===== config.mk =====
export PLATFORM = sky130hd
export DESIGN_NAME = instmem_loader_flat
export DESIGN_NICKNAME = d
export VERILOG_FILES = /design/src/rtl/instmem_loader_if.sv /design/src/rtl/instmem_loader.sv /design/src/flat_wrapper.sv
export SDC_FILE = /design/constraint.sdc
export NUM_CORES = 1
export LEC_CHECK = 0
export CAP_MARGIN = 25
export CORE_MARGIN = 4
export CORE_UTILIZATION = 45
export CTS_CLUSTER_SIZE = 14
export DETAILED_ROUTE_END_ITERATION = 8
export PLACE_DENSITY = 0.8
export RECOVER_POWER = 100
export SKIP_CTS_REPAIR_TIMING = 1
export SYNTH_ARGS = -nofsm -noshare
export SYNTH_HDL_FRONTEND = slang
export SYNTH_SLANG_ARGS = --single-unit

===== constraint.sdc =====
create_clock -name clk -period 2.9 [get_ports clk]
set_input_delay 0.29 -clock clk [delete_from_list [all_inputs] [get_ports clk]]
set_output_delay 0.29 -clock clk [all_outputs]
set_load 0.01 [all_outputs]

===== src/rtl/instmem_loader_if.sv =====
// Bus between the instruction-memory loader and its surroundings: load request,
// input word stream, memory write port and status flags.
interface instmem_loader_if #(
  parameter int ADDR_W = 9,
  parameter int DATA_W = 32
);
  logic              start;
  logic [ADDR_W:0]   load_len;
  logic              in_valid;
  logic [DATA_W-1:0] in_data;
  logic              in_ready;
  logic              enable_load_ex_mem;
  logic [ADDR_W-1:0] InstExMemAddress;
  logic [DATA_W-1:0] InstExMemData1;
  logic [DATA_W-1:0] InstExMemData2;
  logic              cpu_hold;
  logic              busy;
  logic              done;

  modport master (
    output start, load_len, in_valid, in_data,
    input  in_ready, enable_load_ex_mem, InstExMemAddress, InstExMemData1,
           InstExMemData2, cpu_hold, busy, done
  );

  modport slave (
    input  start, load_len, in_valid, in_data,
    output in_ready, enable_load_ex_mem, InstExMemAddress, InstExMemData1,
           InstExMemData2, cpu_hold, busy, done
  );
endinterface


===== src/rtl/instmem_loader.sv =====
// Loads the instruction memory from a word stream: two stream words form one
// entry, written with a one-cycle strobe at consecutive addresses from 0.
module instmem_loader #(
  parameter int ADDR_W = 9,
  parameter int DATA_W = 32
) (
  input  logic            clk,
  input  logic            rst,
  instmem_loader_if.slave bus
);
  typedef enum logic [2:0] {IDLE, GET1, GET2, WRITE, FIN} state_e;

  localparam logic [ADDR_W:0] MAX_LEN = {1'b1, {ADDR_W{1'b0}}};
  localparam logic [ADDR_W:0] CNT_ONE = {{ADDR_W{1'b0}}, 1'b1};

  state_e            r_state;
  state_e            w_next_state;
  logic [ADDR_W:0]   r_len;
  logic [ADDR_W:0]   r_cnt;
  logic [ADDR_W:0]   w_len_clamped;
  logic [ADDR_W:0]   w_cnt_inc;
  logic [DATA_W-1:0] r_data1;
  logic [DATA_W-1:0] r_data2;

  assign w_len_clamped = (bus.load_len > MAX_LEN) ? MAX_LEN : bus.load_len;
  // One extra counter bit lets the 512th write be told apart from address 0.
  assign w_cnt_inc     = r_cnt + CNT_ONE;

  // NOTE: sequential state uses non-blocking assignments so every register
  // samples the pre-edge values of the others, independent of statement order.
  always_ff @(posedge clk) begin
    if (rst) begin
      r_state <= IDLE;
      r_len   <= '0;
      r_cnt   <= '0;
      r_data1 <= '0;
      r_data2 <= '0;
    end else begin
      r_state <= w_next_state;
      case (r_state)
        IDLE:    if (bus.start) begin
                   r_len <= w_len_clamped;
                   r_cnt <= '0;
                 end
        GET1:    if (bus.in_valid) r_data1 <= bus.in_data;
        GET2:    if (bus.in_valid) r_data2 <= bus.in_data;
        WRITE:   r_cnt <= w_cnt_inc;
        default: ;
      endcase
    end
  end

  always_comb begin
    // NOTE: defaulting the target before the case keeps this purely
    // combinational; a path that skips the assignment would infer a latch.
    w_next_state = r_state;
    case (r_state)
      IDLE:    if (bus.start) w_next_state = (w_len_clamped == '0) ? FIN : GET1;
      GET1:    if (bus.in_valid) w_next_state = GET2;
      GET2:    if (bus.in_valid) w_next_state = WRITE;
      WRITE:   w_next_state = (w_cnt_inc == r_len) ? FIN : GET1;
      FIN:     w_next_state = IDLE;
      default: w_next_state = IDLE;
    endcase
  end

  // All outputs decode registered state, so they are glitch-free and stable
  // for the whole WRITE cycle.
  always_comb begin
    bus.in_ready           = (r_state == GET1) || (r_state == GET2);
    bus.enable_load_ex_mem = (r_state == WRITE);
    bus.busy               = (r_state != IDLE);
    bus.cpu_hold           = (r_state != IDLE);
    bus.done               = (r_state == FIN);
    bus.InstExMemAddress   = r_cnt[ADDR_W-1:0];
    bus.InstExMemData1     = r_data1;
    bus.InstExMemData2     = r_data2;
  end
endmodule

===== src/flat_wrapper.sv =====
// flat-port wrapper written by rule: the top's interface ports become plain ports
module instmem_loader_flat 
#(
  parameter int ADDR_W = 9,
  parameter int DATA_W = 32
)
  (clk, rst, bus_start, bus_load_len, bus_in_valid, bus_in_data, bus_in_ready, bus_enable_load_ex_mem, bus_InstExMemAddress, bus_InstExMemData1, bus_InstExMemData2, bus_cpu_hold, bus_busy, bus_done);
  instmem_loader_if #(.ADDR_W(ADDR_W), .DATA_W(DATA_W)) bus_i ();
  input  logic clk;
  input  logic rst;
  input wire logic [$bits(bus_i.start)-1:0] bus_start;
  input wire logic [$bits(bus_i.load_len)-1:0] bus_load_len;
  input wire logic [$bits(bus_i.in_valid)-1:0] bus_in_valid;
  input wire logic [$bits(bus_i.in_data)-1:0] bus_in_data;
  output wire logic [$bits(bus_i.in_ready)-1:0] bus_in_ready;
  output wire logic [$bits(bus_i.enable_load_ex_mem)-1:0] bus_enable_load_ex_mem;
  output wire logic [$bits(bus_i.InstExMemAddress)-1:0] bus_InstExMemAddress;
  output wire logic [$bits(bus_i.InstExMemData1)-1:0] bus_InstExMemData1;
  output wire logic [$bits(bus_i.InstExMemData2)-1:0] bus_InstExMemData2;
  output wire logic [$bits(bus_i.cpu_hold)-1:0] bus_cpu_hold;
  output wire logic [$bits(bus_i.busy)-1:0] bus_busy;
  output wire logic [$bits(bus_i.done)-1:0] bus_done;
  assign bus_i.start = bus_start;
  assign bus_i.load_len = bus_load_len;
  assign bus_i.in_valid = bus_in_valid;
  assign bus_i.in_data = bus_in_data;
  assign bus_in_ready = bus_i.in_ready;
  assign bus_enable_load_ex_mem = bus_i.enable_load_ex_mem;
  assign bus_InstExMemAddress = bus_i.InstExMemAddress;
  assign bus_InstExMemData1 = bus_i.InstExMemData1;
  assign bus_InstExMemData2 = bus_i.InstExMemData2;
  assign bus_cpu_hold = bus_i.cpu_hold;
  assign bus_busy = bus_i.busy;
  assign bus_done = bus_i.done;
  instmem_loader #(.ADDR_W(ADDR_W), .DATA_W(DATA_W)) u_core (.clk(clk), .rst(rst), .bus(bus_i));
endmodule

==> flow_summary.toml, run 1 <==
[cts]
cts.sinks = 87
clock_latency_ps = 360
root_buffer = "clkbuf_8"
tritoncts = "done"
path_clk_slew_ps = 90
htree_levels = 3
clk_path_buf_depth = 2
cts_inserted_buffers = 9

[global_route]
grt_usage_pct = 20.7
grt_pass1_vias = 3332
overflow = 0
antenna_found_initial = 0
grt_max_degree = 49
grt_pass1_wl_um = 16300

[timing]
finalHoldViolCount = 0
finalSetupViolCount = 0
max_freq_mhz = 389
slew_headroom_pct = -38.1
skew_ps = 9.17
tns_ps = 0
slew_violations = 49
rsz0062_at_grt = "false"
fin_crit_sh_pct = 88.7
finalCriticalPeriod_ps = 2570
worst_slew_pin_slew_ps = 2070

[setup_path]
critical_path_required_ps = 3160
r2r-end = "u_core.r_state[2]"
worstReg2RegStart = "u_core.r_cnt[0]"
cp-end-kind = "register"
rr_worst_depth = 7
crit_fanout = 8
cp.arrival_ps = 2830
critical_path_class = "register to register"
crit_path_start = "u_core.r_cnt[0]"
rrSetupSlack_ps = 330
critPathCapture = "u_core.r_state[2]"
start_kind = "register"

[logic_synthesis]
synth_top_cells_by_area = "dfxtp_1 (48%), nand2_1 (15%), a21oi_1 (12%)"
yosys_warnings = 0
netlist_instances = 474
synth_edf_count = 0
syn_nets = 521
ys_ff_latch = 87
yosys-top-cells-count = "nand2_1 (148), dfxtp_1 (87), a21oi_1 (85)"
synthesis.area_sq_mm = 0.00360
yosysTopAreaCell = "dfxtp_1"
synth_cell_types = 34
yosysTopAreaCellShare_pct = 48.3
synthFlopType = "dfxtp_1"
yosysMostFrequentCell = "nand2_1"
ys_seq_area_share_pct = 48.3
avgSynthCellArea_sq_um = 7.60
async_reset_ff_share_pct = 0

[layout]
seq_area_sq_mm = 0.00174
fin_cells = 678
fill_cells = 695
syn_to_final_growth_pct = 38.8
multi_input_area_sq_mm = 0.00165
drive_gt1_share_pct = 4.34
insertedDiodeCount = 0
layout.nets = 618
design_area_sq_mm = 0.00500

[power_and_ir_drop]
power_density_mw_per_mm2 = 502
p_sw_share_pct = 26.8
irDropWorstVdd_v = 0.000291
p_int_mw = 1.84
power_frac_seq_pct = 50.4
p_sw_mw = 0.674
total_power_mw = 2.51
p_clk_share_pct = 35.9
p_leak_nw = 1.97
pwr-share-comb_pct = 13.7

[placement]
gp_congestion = 0.941
hpwl_um = 6990
placed_area_sq_mm = 0.00480
portBuffers = 123
place_inst = 662

[die]
io_pins = 124
die_w_um = 97.5
die_h_um = 97.5
coreArea_sq_mm = 0.00777
rows = 32
dieArea_sq_mm = 0.00950
start_util_pct = 46.4

[route]
vias_per_cell = 5.22
dr_wl_met3_um = 587
wl_met2_um = 4800
drt_iter0_markers = 185
totalWireLength_um = 9950
post_drt_wl_per_cell_um = 14.7
antenna_left = 0
drc = 0
vias = 3541
top_layer_used = "met4"
dr.pass1.iters = 4
wl_met1_um = 4310

[status]
status = "complete, but fails checks"
violations = "capacitance limit, slew limit"

[hold_path]
hp-class = "register to register"

[job]
drv_cap = 1
==> worst max-delay path: stages, from the launching register on <==
cell      delay, ps
dfxtp_1         480
ha_1            360
nand3_1         190
or3_1           450
o31ai_1         260
a211oi_1         90
or4_1           510
a21oi_1         140
==> power by group through the flow <==
| stage | sequential (mW) | clock [mW] | combinational, mW |
|---|---|---|---|
| 2_1_floorplan | 1.30 | 0 | 0.158 |
| 4_1_cts | 1.27 | 0.921 | 0.363 |
| 3_3_place_gp | 1.29 | 0 | 0.354 |
| 3_5_place_dp | 1.29 | 0 | 0.360 |
| 6_report | 1.27 | 0.902 | 0.345 |
| 5_1_grt | 1.27 | 0.972 | 0.377 |
==> how the worst min path moves through the flow <==
stage | startpoint | to | slack (ps) | depth (start not counted)
2_1_floorplan | bus_in_data[0] | u_core.bus.InstExMemData1[0] | 430 | 2
3_3_place_gp | u_core.bus.InstExMemData2[30] | u_core.bus.InstExMemData2[30] | 440 | 2
3_5_place_dp | u_core.bus.InstExMemData1[7] | u_core.bus.InstExMemData1[7] | 450 | 2
4_1_cts | u_core.bus.InstExMemData2[25] | u_core.bus.InstExMemData2[25] | 460 | 2
5_1_grt | u_core.bus.InstExMemData1[7] | u_core.bus.InstExMemData1[7] | 470 | 2
6_report | u_core.bus.InstExMemData1[29] | u_core.bus.InstExMemData1[29] | 450 | 2
==> metrics by stage <==
stage	util [%]	setup WS, ps	hold slack, ps
2_1_floorplan	-	636	426
3_3_place_gp	61.8	511	441
3_5_place_dp	61.8	465	446
4_1_cts	64.6	417	458
5_1_grt	64.4	105	469
6_report	64.4	328	451
==> per-layer routing <==
| layer | vias up | GRT usage [%] |
|---|---|---|
| li1 | 1758 | - |
| met1 | 1635 | 24.9 |
| met2 | 127 | 35.1 |
| met3 | 21 | 5.03 |
| met4 | 0 | 8.84 |
| met5 | - | 0 |
==> flip-flops by register name, indices dropped and copies added, names as in the netlist <==
name,flops
u_core.bus.InstExMemData1,32
u_core.bus.InstExMemData2,32
u_core.r_cnt,10
u_core.r_len,10
u_core.r_state,3
==> area by class of cell <==
type                    count  area share [%]
multi-input cells         342            32.9
clock inverters             6            1.53
inverters                   2           0.150
flip-flops and latches     87            34.8
repair buffers            129            25.3
well taps                 102            2.55
clock buffers              10            2.75
==> cell families (layout without fill, tap and decap cells) <==
logic type                 Yosys count  after routing  synth area share, %
adders and majority gates            1              1                0.347
AOI/OAI and AO/OA                  101            101                 14.7
muxes                                2              2                0.556
buffers and inverters               45            147                 5.80
and+or+nand+nor                    223            223                 26.6
DFF                                 87             87                 48.3
xor gates and xnor gates            15             15                 3.65
==> placed cells by master (no fill, tap or decap), types with 4 or more instances in the layout <==
cell and n:
clkdlybuf4s50_1 44, nand2_1 148, dfxtp_1 87, nor3_1 8, buf_4 4, dlygate4sd3_1 78
xor2_1 5, xnor2_1 10, nor3b_1 7, nor2_1 29, nand3_1 9, clkbuf_8 10
o21ai_0 7, a22oi_1 4, or3_1 4, a21oi_1 85, nor4_1 5
Note: power is estimated with default switching activity, not from simulation.
==> inputs of run 2 (changes only) <==
- clock period: 2.9 -> 2.8 ns (I/O delays scaled with it)
==> run 2 against run 1 <==
Register-to-register slack got worse by 70 ps. Sequential power increased by 3%. Largest cell class unchanged. Combinational power increased by 3%. The run now ends clean. Cell count unchanged. Clock skew increased by 5.1 ps.
==> flow_summary.toml, run 2 (synthesis gave the netlist of run 1 again) <==
[status]
status = "finished, final reports clean"

[cts]
cts.sinks = 87
cts_inserted_buffers = 9
clock_latency_ps = 340
htree_levels = 3
path_clk_slew_ps = 90
clk_path_buf_depth = 2
root_buffer = "clkbuf_8"
tritoncts = "done"

[timing]
skew_ps = 14.3
rsz0062_at_grt = "false"
finalHoldViolCount = 0
tns_ps = 0
finalCriticalPeriod_ps = 2550
finalSetupViolCount = 0
max_freq_mhz = 393
layout_setup_ws_ps = 253
hold_ws_ps = 452
slew_headroom_pct = 0.556
fin_crit_sh_pct = 91.0
worst_slew_pin_slew_ps = 1490
slew_violations = 0

[setup_path]
critical_path_class = "register to register"
rr_worst_depth = 7
rrSetupSlack_ps = 250
crit_fanout = 8
worstReg2RegStart = "u_core.r_cnt[0]"
cp.arrival_ps = 2820
crit_path_start = "u_core.r_cnt[0]"
critPathCapture = "u_core.r_state[2]"
cp-end-kind = "register"
start_kind = "register"
critical_path_required_ps = 3070
r2r-end = "u_core.r_state[2]"

[die]
io_pins = 124
coreArea_sq_mm = 0.00777
rows = 32
die_h_um = 97.5
dieArea_sq_mm = 0.00950
die_w_um = 97.5
start_util_pct = 46.4

[layout]
final_common_cell = "nand2_1"
syn_to_final_growth_pct = 38.5
insertedDiodeCount = 0
seq_area_sq_mm = 0.00174
mostFrequentLayoutCells = "nand2_1 (148), dfxtp_1 (87), a21oi_1 (85)"
layout.nets = 618
drive_gt1_share_pct = 3.99
design_area_sq_mm = 0.00499
fill_cells = 700
multi_input_area_sq_mm = 0.00164

[global_route]
overflow = 0
grt_max_degree = 39
grt_pass1_vias = 3419
antenna_found_initial = 0
grt_usage_pct = 20.9
grt_pass1_wl_um = 16600

[route]
antenna_left = 0
drc = 0
totalWireLength_um = 9970
vias_per_cell = 5.13
vias = 3481
dr.pass1.iters = 4
post_drt_wl_per_cell_um = 14.7
drt_iter0_markers = 176

[job]
drv_cap = 0

[power_and_ir_drop]
p_leak_nw = 1.97
irDropWorstVdd_v = 0.000268
power_density_mw_per_mm2 = 517

[placement]
placed_area_sq_mm = 0.00480
dpl_worst_slack_ps = 354
portBuffers = 123
hpwl_um = 7090
gp_congestion = 0.948

[hold_path]
hp-class = "register to register"
-- run 2: power by group --
| part | leakage, nW | switching [mW] | internal [mW] |
|---|---|---|---|
| Combinational | 1.16 | 0.187 | 0.168 |
| Sequential | 0.705 | 0.0286 | 1.28 |
| Clock | 0.108 | 0.464 | 0.452 |
| Total | 1.97 | 0.679 | 1.90 |
-- run 2: per-stage QoR --
step | utilization, % | instances | total power [mW]
2_1_floorplan | - | 474 | 1.51
3_3_place_gp | 61.8 | 662 | 1.71
3_5_place_dp | 61.8 | 662 | 1.71
4_1_cts | 64.6 | 678 | 2.63
5_1_grt | 64.3 | 678 | 2.70
6_report | 64.3 | 678 | 2.58
-- run 2: cell type report --
| cell class | instances | area share (%) |
|---|---|---|
| timing repair buffer | 129 | 25.3 |
| sequential | 87 | 34.9 |
| tap | 102 | 2.56 |
| clock buffer | 10 | 2.76 |
| clock inverter | 6 | 1.48 |
| inverter | 2 | 0.150 |
| multi-input combinational | 342 | 32.9 |
-- run 2: worst max-delay path, stage by stage (launching register included) --
cell and delay [ps]:
dfxtp_1 470, ha_1 350, nand3_1 190, or3_1 450, o31ai_1 270, a211oi_1 90
or4_1 510, a21oi_1 150
-- run 2: how the worst min path moves through the flow --
| stage | from | endpoint | slack [ps] | cells after the start |
|---|---|---|---|---|
| after floorplan | bus_in_data[0] | u_core.bus.InstExMemData1[0] | 420 | 2 |
| after global placement | u_core.bus.InstExMemData2[30] | u_core.bus.InstExMemData2[30] | 440 | 2 |
| after detailed placement | u_core.bus.InstExMemData1[7] | u_core.bus.InstExMemData1[7] | 450 | 2 |
| after CTS | u_core.bus.InstExMemData1[7] | u_core.bus.InstExMemData1[7] | 460 | 2 |
| after global routing | u_core.bus.InstExMemData2[30] | u_core.bus.InstExMemData2[30] | 470 | 2 |
| final | u_core.bus.InstExMemData2[17] | u_core.bus.InstExMemData2[17] | 450 | 2 |
-- run 2: routing by layer --
metal / share of wire [%] / vias up / wire length, um / track usage (%)
li1: - / 1752 / - / -
met5: 0 / - / 0 / 0
met4: 1.7 / 0 / 169 / 7.45
met1: 43 / 1610 / 4310 / 25.0
met2: 49 / 107 / 4900 / 36.1
met3: 6.0 / 12 / 597 / 5.17
==> inputs of run 3 (changes only) <==
- ABC_CLOCK_PERIOD_IN_PS: unset -> 2800
- SLEW_MARGIN: unset -> 10
==> results of run 3 <==
Same layout as run 2: the final DEF is identical, and so are final timing and power.
==> RTL edit: new RTL, flow settings as in run 1 <==
`DATA_W` is set to 32 in 3 places; all go to 48.
--- a/src/rtl/instmem_loader_if.sv
+++ b/src/rtl/instmem_loader_if.sv
@@ -4,3 +4,3 @@
   parameter int ADDR_W = 9,
-  parameter int DATA_W = 32
+  parameter int DATA_W = 48
 );
--- a/src/rtl/instmem_loader.sv
+++ b/src/rtl/instmem_loader.sv
@@ -4,3 +4,3 @@
   parameter int ADDR_W = 9,
-  parameter int DATA_W = 32
+  parameter int DATA_W = 48
 ) (
--- a/src/flat_wrapper.sv
+++ b/src/flat_wrapper.sv
@@ -4,3 +4,3 @@
   parameter int ADDR_W = 9,
-  parameter int DATA_W = 32
+  parameter int DATA_W = 48
 )
Ports: changed (resized bus_InstExMemData1, bus_InstExMemData2 and bus_in_data); port bits go from 124 to 172. The function was not compared with the original's and may differ.
==> RTL edit against run 1 <==
  * Via count rose by 34%
  * Critical endpoint is now bus_enable_load_ex_mem
  * Power up 67%
  * Wire length increased by 42%
  * Design area rose by 41%
  * The flow still finishes with violations (max-capacitance violations, max-slew violations)
  * Sequential cell count is 32 higher
  * Cell count up 34%
  * Synthesized area is 34% higher
  * Count of clock-buffer cells in the layout is 9 higher
  * Worst setup slack lost 0.12 ns
==> RTL edit: results (changes against run 1) <==
final WL: 14.17 mm (+42%)
max-cap violation count: 2 (+1)
Clock buf/inv share: 8.341% (+4.1 points)
Reg area: 0.002382 sq mm (+37%)
Worst Path Arrival: 2.40 ns (-0.43 ns)
grt met2 use: 39.12% (+4.1 points)
post-synth net total: 684 (+31%)
Lkg Pwr: 2.782 nW (+41%)
Slew @ Worst Pin: 1.732 ns (-0.3395 ns)
Layout Skew: 0.008141 ns (-0.001027 ns)
buffering overhead: 24.90% (-0.38 points)
FILL cells: 870 (+25%)
IR drop worst, VDD: 0.0004036 V (+39%)
met3 wire len: 1.216 mm (+110%)
met3 Resource Use GR: 6.793% (+1.8 points)
hpwl dp: 9.772 mm (+40%)
CTS H-tree lvls: 4 (+1)
violated checks: max-capacitance violations, max-slew violations
Non-clk bufs: 176 (+36%)
R2R Setup Slk: 0.39 ns (+0.06 ns)
clock latency at the later pin of the worst-skew pair: 0.50 ns (+0.14 ns)
top cells by area, synth: dfxtp_1 (49%), nand2_1 (16%), a21oi_1 (12%), clkbuf_1 (2.6%), nor2_1 (2.2%)
Cell variety after synth: 49 (+44%)
NetSw: 1.015 mW (+51%)
drt first pass iters: 6 (+2)
status: finished, violations left
Logic pwr share: 10.2% (-3.5 points)
CP startpoint: u_core.r_state[0]$_SDFFE_PP0P_
# clk buffers: 19 (+9)
net count reported at finish: 822 (+33%)
vias: 4729 (+34%)
Top Family by Delay on Critical Path: buffers and inverters
Multi-Input Combinational: 440 (+29%)
worst-path maximum fanout: 18 (+10)
initial DRC count: 369 (+99%)
CTS clk-pin slew, worst paths: 0.06 ns (-0.03 ns)
multi-input combinational area share: 30.22% (-2.7 points)
Critical Path End: bus_enable_load_ex_mem
Slew Limit Fails: 98 (+100%)
RTL edit: cell count changes after synthesis, moves of 3 or more:
cell	delta
dfxtp_1	+32
clkbuf_1	+3
xnor2_1	-3
inv_1	+3
nand2_1	+60
a21oi_1	+32
nand3_1	-3
buf_1	+5
nor4_1	-3
RTL edit: kinds of logic after synthesis:
logic type | count (synthesis)
adder cells (fa/ha/maj) | 2
multiplexers | 1
AND/OR/NAND/NOR | 282
buffers and inverters | 62
XOR/XNOR | 13
flip-flops | 119
AO/OA/AOI/OAI | 142
RTL edit: through the flow:
stage,instance area (sq um),total power [mW]
CTS,7056,4.245
detailed placement,6469,2.212
global placement,6469,2.200
floorplan,4820,1.958
finish,7036,4.184
global route,7036,4.349
RTL edit: worst reg2reg max path, stage by stage (launching register included):
cell	delay [ns]
dfxtp_1	0.46
ha_1	0.39
or2b_2	0.17
o211ai_1	0.08
a221o_1	0.37
nor4_1	0.33
or4b_1	0.47
a21oi_1	0.15
